<file path="src/rtl/serial_mmio_pkg.sv">
// Shared definitions for the serial MMIO responder: register offsets, status bit positions, TX FSM states.
// Latency: n/a (definitions only).
// Backpressure: n/a (definitions only).
package serial_mmio_pkg;

    // Byte offsets within the serial region
    localparam logic [3:0] SER_DATA = 4'h8;
    localparam logic [3:0] SER_STAT = 4'hC;

    // Status register bit positions
    localparam int ST_TXRDY  = 0;
    localparam int ST_RXAV   = 1;
    localparam int ST_RXOVR  = 2;
    localparam int ST_TXDROP = 3;

    // Transmitter pacing FSM
    typedef enum logic [1:0] {
        TX_IDLE      = 2'd0,
        TX_START     = 2'd1,
        TX_WAIT_BUSY = 2'd2,
        TX_WAIT_DONE = 2'd3
    } tx_state_t;

endpackage

</file>
<file path="src/rtl/sync_fifo.sv">
// Single-clock FIFO with first-word-fall-through head and occupancy count.
// Latency: a pushed word is visible at the head on the cycle after the push edge.
// Backpressure: push while full is ignored unless a pop lands on the same edge; pop while empty is ignored.
//
// Ports:
//   clk, rst_n          clock, async active-low reset (flushes pointers and count)
//   i_push, i_push_dat  write strobe and data
//   i_pop               advance the head
//   o_head_dat          current head word (meaningless while o_empty)
//   o_full, o_empty     occupancy flags
//   o_count             words held, DEPTH_LOG2+1 bits so full and empty are distinct
module sync_fifo #(
    parameter int WIDTH      = 8,
    parameter int DEPTH_LOG2 = 4
) (
    input  logic                  clk,
    input  logic                  rst_n,
    input  logic                  i_push,
    input  logic [WIDTH-1:0]      i_push_dat,
    input  logic                  i_pop,
    output logic [WIDTH-1:0]      o_head_dat,
    output logic                  o_full,
    output logic                  o_empty,
    output logic [DEPTH_LOG2:0]   o_count
);

    localparam int DEPTH = 1 << DEPTH_LOG2;
    localparam int PTR_W = DEPTH_LOG2;
    localparam int CNT_W = DEPTH_LOG2 + 1;

    logic [WIDTH-1:0] r_mem [0:DEPTH-1];
    logic [PTR_W-1:0] r_wptr;
    logic [PTR_W-1:0] r_rptr;
    logic [CNT_W-1:0] r_count;

    logic w_do_pop;
    logic w_do_push;

    assign o_full     = (r_count == CNT_W'(DEPTH));
    assign o_empty    = (r_count == '0);
    assign o_count    = r_count;
    assign o_head_dat = r_mem[r_rptr];

    // When full, a same-edge pop frees the slot the push needs; the write lands
    // in the slot being vacated, whose old value has already been read out.
    assign w_do_pop  = i_pop && !o_empty;
    assign w_do_push = i_push && (!o_full || w_do_pop);

    always_ff @(posedge clk) begin
        if (w_do_push) begin
            r_mem[r_wptr] <= i_push_dat;
        end
    end

    always_ff @(posedge clk or negedge rst_n) begin
        if (!rst_n) begin
            r_wptr  <= '0;
            r_rptr  <= '0;
            r_count <= '0;
        end else begin
            if (w_do_push) begin
                r_wptr <= r_wptr + PTR_W'(1);
            end
            if (w_do_pop) begin
                r_rptr <= r_rptr + PTR_W'(1);
            end
            case ({w_do_push, w_do_pop})
                2'b10:   r_count <= r_count + CNT_W'(1);
                2'b01:   r_count <= r_count - CNT_W'(1);
                default: r_count <= r_count;
            endcase
        end
    end

endmodule

</file>
<file path="src/rtl/serial_mmio_slave.sv">
// CPU-facing responder for the serial region: RX/TX byte FIFOs, status register, transmitter pacing, RX interrupt.
// Latency: rdata is combinational; a data write reaches tx_start 2 cycles later with an idle transmitter.
// Backpressure: RX overrun and TX-full writes drop the byte and set sticky status bits; tx_busy stalls the TX FSM.
//
// Ports:
//   clk, rst_n                     clock, async active-low reset
//   bus_ce, bus_we, bus_addr       region select, write strobe, byte offset (0x8 data, 0xC status)
//   bus_wdata, bus_rdata           write data ([7:0] used), combinational read data
//   rx_valid, rx_data              received-byte pulse from the UART receiver
//   tx_start, tx_data, tx_busy     transmitter load pulse, byte, and busy handshake
//   irq                            level interrupt while RX data waits
module serial_mmio_slave
    import serial_mmio_pkg::*;
#(
    parameter int RX_DEPTH_LOG2 = 4,
    parameter int TX_DEPTH_LOG2 = 4,
    parameter int BUSY_TIMEOUT  = 15
) (
    input  logic        clk,
    input  logic        rst_n,
    input  logic        bus_ce,
    input  logic        bus_we,
    input  logic [3:0]  bus_addr,
    input  logic [31:0] bus_wdata,
    output logic [31:0] bus_rdata,
    input  logic        rx_valid,
    input  logic [7:0]  rx_data,
    output logic        tx_start,
    output logic [7:0]  tx_data,
    input  logic        tx_busy,
    output logic        irq
);

    localparam int TMO_W = (BUSY_TIMEOUT < 2) ? 1 : $clog2(BUSY_TIMEOUT);
    localparam logic [TMO_W-1:0] TMO_LAST = TMO_W'(BUSY_TIMEOUT - 1);

    // Previous-cycle bus request, used to find the first edge of an access window
    logic       r_win_vld;
    logic       r_win_we;
    logic [3:0] r_win_addr;

    logic       r_rx_ovr;
    logic       r_tx_drop;
    tx_state_t  r_state;
    tx_state_t  w_state_nxt;
    logic [TMO_W-1:0] r_tmo_cnt;
    logic [7:0] r_tx_data;

    logic w_first;
    logic w_rd_data;
    logic w_wr_data;
    logic w_rd_stat;

    logic       w_rx_push;
    logic       w_rx_pop;
    logic [7:0] w_rx_head;
    logic       w_rx_full;
    logic       w_rx_empty;
    logic [RX_DEPTH_LOG2:0] w_rx_count;
    logic       w_rx_ovr_set;

    logic       w_tx_push;
    logic       w_tx_pop;
    logic [7:0] w_tx_head;
    logic       w_tx_full;
    logic       w_tx_empty;
    logic [TX_DEPTH_LOG2:0] w_tx_count;
    logic       w_tx_drop_set;

    logic [3:0] w_status;
    logic       w_unused;

    // Occupancy counts and upper write-data bits are not needed by the register map
    assign w_unused = ^{bus_wdata[31:8], w_rx_count, w_tx_count};

    // A stalled CPU holds ce/we/addr steady; only the first edge of such a run has side effects
    assign w_first   = bus_ce && !(r_win_vld && (r_win_we == bus_we) && (r_win_addr == bus_addr));
    assign w_rd_data = w_first && !bus_we && (bus_addr == SER_DATA);
    assign w_wr_data = w_first &&  bus_we && (bus_addr == SER_DATA);
    assign w_rd_stat = w_first && !bus_we && (bus_addr == SER_STAT);

    always_ff @(posedge clk or negedge rst_n) begin
        if (!rst_n) begin
            r_win_vld  <= 1'b0;
            r_win_we   <= 1'b0;
            r_win_addr <= 4'h0;
        end else begin
            r_win_vld  <= bus_ce;
            r_win_we   <= bus_we;
            r_win_addr <= bus_addr;
        end
    end

    // RX path: a pop on the same edge makes room, so a full FIFO does not overrun then
    assign w_rx_pop      = w_rd_data && !w_rx_empty;
    assign w_rx_push     = rx_valid && (!w_rx_full || w_rx_pop);
    assign w_rx_ovr_set  = rx_valid && w_rx_full && !w_rx_pop;

    sync_fifo #(
        .WIDTH      (8),
        .DEPTH_LOG2 (RX_DEPTH_LOG2)
    ) u_rx_fifo (
        .clk        (clk),
        .rst_n      (rst_n),
        .i_push     (w_rx_push),
        .i_push_dat (rx_data),
        .i_pop      (w_rx_pop),
        .o_head_dat (w_rx_head),
        .o_full     (w_rx_full),
        .o_empty    (w_rx_empty),
        .o_count    (w_rx_count)
    );

    // TX path
    assign w_tx_push     = w_wr_data && !w_tx_full;
    assign w_tx_drop_set = w_wr_data && w_tx_full;

    sync_fifo #(
        .WIDTH      (8),
        .DEPTH_LOG2 (TX_DEPTH_LOG2)
    ) u_tx_fifo (
        .clk        (clk),
        .rst_n      (rst_n),
        .i_push     (w_tx_push),
        .i_push_dat (bus_wdata[7:0]),
        .i_pop      (w_tx_pop),
        .o_head_dat (w_tx_head),
        .o_full     (w_tx_full),
        .o_empty    (w_tx_empty),
        .o_count    (w_tx_count)
    );

    // Sticky error bits: a status read clears them, but a fresh event on that edge wins
    always_ff @(posedge clk or negedge rst_n) begin
        if (!rst_n) begin
            r_rx_ovr  <= 1'b0;
            r_tx_drop <= 1'b0;
        end else begin
            r_rx_ovr  <= w_rx_ovr_set  || (r_rx_ovr  && !w_rd_stat);
            r_tx_drop <= w_tx_drop_set || (r_tx_drop && !w_rd_stat);
        end
    end

    always_comb begin
        w_status            = 4'h0;
        w_status[ST_TXRDY]  = !w_tx_full;
        w_status[ST_RXAV]   = !w_rx_empty;
        w_status[ST_RXOVR]  = r_rx_ovr;
        w_status[ST_TXDROP] = r_tx_drop;
    end

    always_comb begin
        bus_rdata = 32'h0;
        case (bus_addr)
            SER_DATA: bus_rdata[7:0] = w_rx_empty ? 8'h00 : w_rx_head;
            SER_STAT: bus_rdata[3:0] = w_status;
            default:  bus_rdata = 32'h0;
        endcase
    end

    assign irq     = !w_rx_empty;
    assign tx_data = r_tx_data;

    // TX pacing FSM. A transmitter that never raises busy is abandoned after
    // BUSY_TIMEOUT cycles in WAIT_BUSY so the queue keeps draining.
    always_comb begin
        w_state_nxt = r_state;
        w_tx_pop    = 1'b0;
        tx_start    = 1'b0;
        case (r_state)
            TX_IDLE: begin
                if (!w_tx_empty && !tx_busy) begin
                    w_tx_pop    = 1'b1;
                    w_state_nxt = TX_START;
                end
            end
            TX_START: begin
                tx_start    = 1'b1;
                w_state_nxt = TX_WAIT_BUSY;
            end
            TX_WAIT_BUSY: begin
                if (tx_busy) begin
                    w_state_nxt = TX_WAIT_DONE;
                end else if (r_tmo_cnt == TMO_LAST) begin
                    w_state_nxt = TX_IDLE;
                end
            end
            TX_WAIT_DONE: begin
                if (!tx_busy) begin
                    w_state_nxt = TX_IDLE;
                end
            end
            default: w_state_nxt = TX_IDLE;
        endcase
    end

    always_ff @(posedge clk or negedge rst_n) begin
        if (!rst_n) begin
            r_state   <= TX_IDLE;
            r_tmo_cnt <= '0;
            r_tx_data <= 8'h00;
        end else begin
            r_state <= w_state_nxt;
            if (r_state == TX_START) begin
                r_tmo_cnt <= '0;
            end else if (r_state == TX_WAIT_BUSY) begin
                r_tmo_cnt <= r_tmo_cnt + TMO_W'(1);
            end
            // tx_data is only reloaded here, so it holds from START until the next pop
            if (w_tx_pop) begin
                r_tx_data <= w_tx_head;
            end
        end
    end

endmodule

</file>
<file path="config.mk">
export PLATFORM = sky130hd
export DESIGN_NAME = serial_mmio_slave
export DESIGN_NICKNAME = d
export VERILOG_FILES = /design/src/rtl/serial_mmio_pkg.sv /design/src/rtl/sync_fifo.sv /design/src/rtl/serial_mmio_slave.sv
export SDC_FILE = /design/constraint.sdc
export NUM_CORES = 1
export LEC_CHECK = 0
export BUFFER_PORTS_ARGS = -buffer_cell sky130_fd_sc_hd__buf_2
export CORE_MARGIN = 2
export CORE_UTILIZATION = 30
export DETAILED_ROUTE_END_ITERATION = 7
export GPL_TIMING_DRIVEN = 1
export SYNTH_ARGS = -nofsm -noshare
export SYNTH_HDL_FRONTEND = slang
export SYNTH_SLANG_ARGS = --single-unit
</file>
<file path="constraint.sdc">
create_clock -name clk -period 5.1 [get_ports clk]
set_input_delay 0 -clock clk [delete_from_list [all_inputs] [get_ports clk]]
set_output_delay 0 -clock clk [all_outputs]
set_load 0.01 [all_outputs]
</file>
# Word level (Yosys, flattened, before mapping)
# Memory sizes are Yosys's and may differ from the RTL's. A register that Yosys moved wholly into a read port is not among the register bits.
# Cells that the tools add are included.
[word_totals]
ff_bits = 40
ram_bits = 256
input_bits = 50
out_inout_bits = 42
word_cells = 103
n_memories = 2
[op_classes]
add_sub_neg = 9
eq_ne = 17
mux = 19
reduce_logical = 43
[memory_table]
columns = ["name", "words", "word_bits", "read_ports", "rd_ports_with_merged_regs", "wr", "line", "text"]
rows = [
  ["u_rx_fifo.r_mem", 16, 8, 1, 0, 1, "sync_fifo.sv:31", "logic [WIDTH-1:0] r_mem [0:DEPTH-1];"],
  ["u_tx_fifo.r_mem", 16, 8, 1, 1, 1, "sync_fifo.sv:31", ""],
]
[ops]
columns = ["op", "n"]
rows = [
  ["$logic_and A1 B1 Y1", 21],
  ["$add A4 B1 Y4 const B", 5],
  ["$pmux W5 S2", 2],
  ["$eq A4 B4 Y1 const B", 3],
  ["$mux W4", 3],
  ["$add A5 B1 Y5 const B", 2],
  ["$eq A5 B5 Y1 const B", 2],
  ["$logic_not A1 Y1", 10],
  ["$logic_not A5 Y1", 2],
  ["$sub A5 B1 Y5 const B", 2],
  ["$eq A2 B2 Y1 const B", 4],
  ["$mux W2", 4],
  ["$mux W8", 1],
  ["$pmux W2 S4", 1],
  ["$pmux W4 S2", 1],
  ["$mux W1", 7],
  ["$eq A2 B1 Y1 const B", 3],
  ["$reduce_bool A2 Y1", 3],
  ["$logic_or A1 B1 Y1", 5],
  ["$eq A4 B4 Y1", 1],
  ["$ne A2 B2 Y1 const B", 2],
  ["$ne A3 B3 Y1 const B", 1],
  ["$reduce_and A3 Y1", 1],
  ["$logic_not A2 Y1", 1],
  ["$eq A1 B1 Y1", 1],
]

# Logic depth before layout (Yosys ltp)
[depth]
ltp_word = 13
depth_mapped = 12
mapped_depth_nobuf = 11

# Hierarchy
# Synthesis repeated with hierarchy kept, for this count alone.
[unflattened]
hier_cells = 741
hier_area_um2 = 12903.6
[by_module_without_submodules]
columns = ["mod", "n_inst", "cells_each", "area_per_inst_um2", "seq_area_each_um2"]
rows = [
  ["sync_fifo (u_rx_fifo)", 1, 306, 5835.6, 4169.0],
  ["sync_fifo (u_tx_fifo)", 1, 313, 5779.3, 4169.0],
  ["serial_mmio_slave", 1, 122, 1288.7, 550.5],
]

# Worst setup path after synthesis
# Ideal clock, no wire load.
[synth_path]
path_kind = "register to register"
start = "register u_rx_fifo.r_count[1] (netlist: u_rx_fifo.o_count[1])"
end = "register u_rx_fifo.r_count[4] (netlist: u_rx_fifo.o_count[4])"
setup_time_ns = 0.123
arrival_time_ns = 2.900
required_ns = 4.977
setup_slack_ns = 2.077
path_stages_with_launch = 12
path_buffers = 1
period_less_slack_ns = 3.023
path_cell_list = "dfrtp_1 > or4_4 > o2111a_2 > a31oi_4 > buf_6 > ha_1 > ha_1 > a21o_1 > a21oi_1 > xor2_1 > nor2_1 > xnor2_1"
[synth_between]
elab_chain_cells = 8
word_cells_on_any_way = 16
classes_between = "add/sub (2); eq/ne (3); mux (1); reduce/logical (10)"
[synth_lines]
columns = ["element", "line", "text"]
rows = [
  ["from (decl)", "sync_fifo.sv:34", "logic [CNT_W-1:0] r_count;"],
  ["from (signal assigned)", "sync_fifo.sv:68", "2'b10: r_count <= r_count + CNT_W'(1);"],
  ["from (signal assigned)", "sync_fifo.sv:69", "2'b01: r_count <= r_count - CNT_W'(1);"],
  ["from (signal assigned)", "sync_fifo.sv:70", "default: r_count <= r_count;"],
  ["$logic_not A5 Y1", "sync_fifo.sv:40", "assign o_empty = (r_count == '0);"],
  ["$logic_not A1 Y1", "sync_fifo.sv:46, serial_mmio_slave.sv:95", ""],
  ["$logic_and A1 B1 Y1", "serial_mmio_slave.sv:95", "assign w_rx_pop = w_rd_data && !w_rx_empty;"],
  ["$logic_or A1 B1 Y1 or $logic_and A1 B1 Y1 (tied branches)", "serial_mmio_slave.sv:96, sync_fifo.sv:46", ""],
  ["$logic_and A1 B1 Y1 or $logic_or A1 B1 Y1 (tied branches)", "serial_mmio_slave.sv:96, sync_fifo.sv:47", ""],
  ["$logic_and A1 B1 Y1", "sync_fifo.sv:47", "assign w_do_push = i_push && (!o_full || w_do_pop);"],
  ["$eq A2 B1 Y1 or $eq A2 B2 Y1 (tied branches)", "sync_fifo.sv:67", "case ({w_do_push, w_do_pop})"],
  ["$pmux W5 S2 or $reduce_bool A2 Y1 (tied branches)", "--", ""],
]
# Several ways; a longest one is shown, not always the timed one.
# A chain may end at the register's enable or synchronous reset.

# Final worst setup path
[layout_path]
start = "register u_tx_fifo.r_count[0] (netlist: u_tx_fifo.o_count[0])"
end = "register u_tx_fifo.r_count[4] (netlist: u_tx_fifo.o_count[4])"
[layout_between]
elab_chain_cells = 10
word_cells_on_any_way = 17
classes_between = "add/sub (2); eq/ne (3); mux (3); reduce/logical (9)"
[layout_lines]
columns = ["element", "line", "text"]
rows = [
  ["from (decl)", "sync_fifo.sv:34", ""],
  ["from (signal assigned)", "sync_fifo.sv:68", ""],
  ["from (signal assigned)", "sync_fifo.sv:69", ""],
  ["from (signal assigned)", "sync_fifo.sv:70", ""],
  ["$logic_not A5 Y1 *", "sync_fifo.sv:40", ""],
  ["$logic_not A1 Y1 *", "sync_fifo.sv:46, serial_mmio_slave.sv:172", ""],
  ["$logic_and A1 B1 Y1", "serial_mmio_slave.sv:172", "if (!w_tx_empty && !tx_busy) begin"],
  ["$mux W1", "serial_mmio_slave.sv:172", ""],
  ["$mux W1", "serial_mmio_slave.sv:170", "case (r_state)"],
  ["$logic_and A1 B1 Y1 *", "sync_fifo.sv:46", "assign w_do_pop = i_pop && !o_empty;"],
  ["net u_tx_fifo.w_do_pop", "sync_fifo.sv:36", "logic w_do_pop;"],
  ["$logic_or A1 B1 Y1", "sync_fifo.sv:47", ""],
  ["$logic_and A1 B1 Y1", "sync_fifo.sv:47", ""],
  ["$eq A2 B1 Y1 or $eq A2 B2 Y1 (tied branches)", "sync_fifo.sv:67", ""],
  ["$pmux W5 S2 or $reduce_bool A2 Y1 (tied branches)", "--", ""],
]
# The timed path passes the listed nets; every way through them passes the cells marked *.

==> out/qor.yml <==
synth_area_um2: 12780
rsz0062_at_grt: "false"
p_comb_share_pct: 22.7
syn_avg_cell_area_um2: 17.46
worst_ep_required_time_ps: 5510
maxSlewViolCount: 0
final_area_um2: 14850
hold_viol: 0
finClkSkew_ps: 19.27
yosys_warnings: 0
cp_max_fo: 19
num_vias: 6396
met2_length_um: 12400
clk_latency_ps: 540
power_leakage_uw: 0.005082
crit_chain: "nor4_1 > a21oi_1 > nand2_1 > inv_1 > ha_1 > fa_1 > a21o_1 > a21oi_1 > xor2_1 > nor2_1 > xnor2_1"
final.min_clock_period_ps: 3486
cts-resized-gates: 0
highest-signal-layer: "met4"
clock-root-buffer: "clkbuf_16"
drtIter0Drc: 410
synth.distinct_cells: 56
p_int_uw: 5204
track_usage_pct: 11.51
cp-end-kind: "flop"
fin_crit_sh_pct: 68.36
slowest_stage: "nor4_1"
cp_slowest_stage_delay_ps: 550
p_switching_uw: 2060
wirelength_um: 24970
antenna_found_initial: 0
route.detailed.drc: 0
rows: 75
wire_per_inst_um: 18.09
ant_nets: 0
grt_overflow: 0
path_common_cell: "a21oi_1"
slew_headroom_pct: 24.56
die_h_um: 210.4
seqCellArea_um2: 8889
postCtsSetupBuffers: 0
grt_max_degree: 49
globalplace.congestion: 0.7549
syn_inst: 732
status: "completed"
fillers: 3940
p_per_area_nw_per_um2: 489.1
vias_per_cell: 4.635
clock_sinks: 304
layout.nets: 890
layout_common_cells: "256 x edfxtp_1, 67 x mux4_2, 52 x nand2_1, 48 x dfrtp_1, 43 x buf_2"
crit_arrival_ps: 3900
start_util_pct: 30.40
die_width_um: 210.4
seq_area_frac_synth_pct: 69.54
cts_tree: "yes"
coreArea_um2: 42040
cts.clk_slew.worst_paths_ps: 60
place_area_um2: 13490
tightest_slew_ps: 1127
fmax_mhz: 286.8
holdWs_ps: 88.61
final_common_cell: "edfxtp_1"
multi_input_area_um2: 3583
drive_gt1_share_pct: 22.47
holdCritPathClass: "in -> async"
grt_pass1_vias: 6480
worstSetupStartpointType: "flop"
clock_path_buffers: 3
die_area_um2: 44270
dpl.hpwl_um: 15290
final.setup.tns_ps: 0
grt_pass1_wl_um: 38670
p_sw_share_pct: 28.36
synthFlopType: "edfxtp_1"
peakVddDrop_v: 0.0002745
area_delta_synth_final_pct: 16.21
met3_length_um: 1113
io_buffers: 43
critPathKind: "reg -> reg"
routedLengthMet1_um: 10900
ys_seq_elements: 304
synth_edf_count: 256
cts_buffers: 36
seq_power_share_pct: 43.8
io_pins: 92
firstDrtPassIters: 4
synth-async-reset-ratio_pct: 15.79
final-setup-viol-count: 0
antenna_cells: 0
cts.htree.levels: 2
maxCapViolations: 0
clock_power_share_pct: 33.5
logic make-up (layout without fill, tap and decap cells):
logic type | after synthesis | count (layout) | share of synthesized area, %
and+or+nand+nor | 147 | 147 | 5.815
xor gates and xnor gates | 25 | 25 | 1.713
adders and majority gates | 27 | 27 | 2.761
other | 1 | 24 | 0.02934
muxes | 89 | 89 | 13.70
AOI/OAI and AO/OA | 65 | 65 | 3.348
buffers and inverters | 74 | 160 | 3.093
DFF | 304 | 304 | 69.54
power groups by stage:
| stage | registers (uW) | logic [uW] | clock network [uW] |
|---|---|---|---|
| after floorplan | 3130 | 1340 | 0 |
| after global placement | 3220 | 1640 | 0 |
| after detailed placement | 3240 | 1670 | 0 |
| after CTS | 3190 | 1690 | 2520 |
| after global routing | 3220 | 1840 | 2620 |
| final | 3180 | 1650 | 2430 |
cell usage after synthesis (all sizes together) (2+ instances only):
| library cell | number | area share [%] |
|---|---|---|
| clkbuf | 12 | 0.35 |
| mux2i | 8 | 0.63 |
| nor2 | 32 | 0.94 |
| ha | 25 | 2.4 |
| nor2b | 3 | 0.15 |
| and4 | 2 | 0.14 |
| mux2 | 14 | 1.3 |
| o22ai | 6 | 0.29 |
| xnor2 | 16 | 1.1 |
| a31oi | 4 | 0.31 |
| a21oi | 11 | 0.43 |
| a211oi | 2 | 0.22 |
| a21o | 4 | 0.24 |
| nor3b | 3 | 0.22 |
| o211ai | 3 | 0.22 |
| inv | 18 | 0.53 |
| nand2 | 52 | 1.5 |
| xor2 | 9 | 0.62 |
| o21ai | 27 | 1.1 |
| dfrtp | 48 | 9.4 |
| nand3 | 14 | 0.55 |
| buf | 44 | 2.2 |
| nand4 | 3 | 0.15 |
| and4b | 4 | 0.31 |
| edfxtp | 256 | 60 |
| fa | 2 | 0.31 |
| a21boi | 2 | 0.15 |
| nand2b | 3 | 0.15 |
| mux4 | 67 | 12 |
| or4 | 2 | 0.15 |
| nand3b | 3 | 0.18 |
| nor3 | 6 | 0.23 |
| nor4 | 8 | 0.51 |
| and2 | 10 | 0.49 |
worst max-delay path, delay by kind of cell (launching register included):
kind | cells | cell delay [ps]
AO/OA/AOI/OAI | 3 | 540
XOR/XNOR | 2 | 290
adder cells (fa/ha/maj) | 2 | 810
buffers and inverters | 1 | 210
flip-flops | 1 | 440
AND/OR/NAND/NOR | 3 | 1080
registers in the layout, summed over array words and instances, names as in the netlist:
signal             count
u_rx_fifo.r_wptr       4
r_tmo_cnt              4
u_rx_fifo.o_count      5
r_state                2
u_tx_fifo.r_mem      128
u_tx_fifo.o_count      5
u_rx_fifo.r_mem      128
r_win_we               1
u_tx_fifo.r_rptr       4
u_tx_fifo.r_wptr       4
r_tx_drop              1
r_win_vld              1
r_win_addr             4
tx_data                8
u_rx_fifo.r_rptr       4
r_rx_ovr               1
final cells by class:
class,instances,area share [%]
Sequential cell,304,59.84
Multi-Input combinational cell,377,24.13
Clock buffer,51,6.587
Tap cell,539,4.540
Timing Repair Buffer,76,3.538
Clock inverter,15,0.9098
Inverter,18,0.4549
stage by stage:
step                utilization [%]  power, uW  setup WS, ps  instances
floorplan                         -       4468          2077        755
global placement              32.09       4865          1550       1289
detailed placement            32.09       4903          1600       1289
CTS                           35.33       7394          1567       1380
global route                  35.33       7681          1234       1380
finish                        35.33       7264          1614       1380
what timing repair did:
item,in CTS,in global routing
hold buffers,25,0
hold endpoints to repair,316,0
setup endpoints to repair,0,0
metal layers:
| layer | track usage, % | vias up |
|---|---|---|
| li1 | - | 2962 |
| met1 | 14.47 | 3267 |
| met2 | 19.57 | 133 |
| met3 | 2.607 | 34 |
| met4 | 4.031 | 0 |
| met5 | 0 | - |
worst paths after layout:
| path | start | slack [ps] | end | cells after the start |
|---|---|---|---|---|
| worst max-delay path | u_tx_fifo.o_count[0] | 1610 | u_tx_fifo.o_count[4] | 11 |
| worst min-delay path | rst_n | 90 | tx_data[6] | 3 |
| worst max register to register | u_tx_fifo.o_count[0] | 1610 | u_tx_fifo.o_count[4] | 11 |
| worst min register to register | tx_data[2] | 480 | tx_data[2] | 2 |
| max in group asynchronous | rst_n | 4530 | u_rx_fifo.r_wptr[2] | 3 |
| min in group clk | bus_addr[1] | 160 | r_win_addr[1] | 2 |
Note: power is estimated with default switching activity, not from simulation.
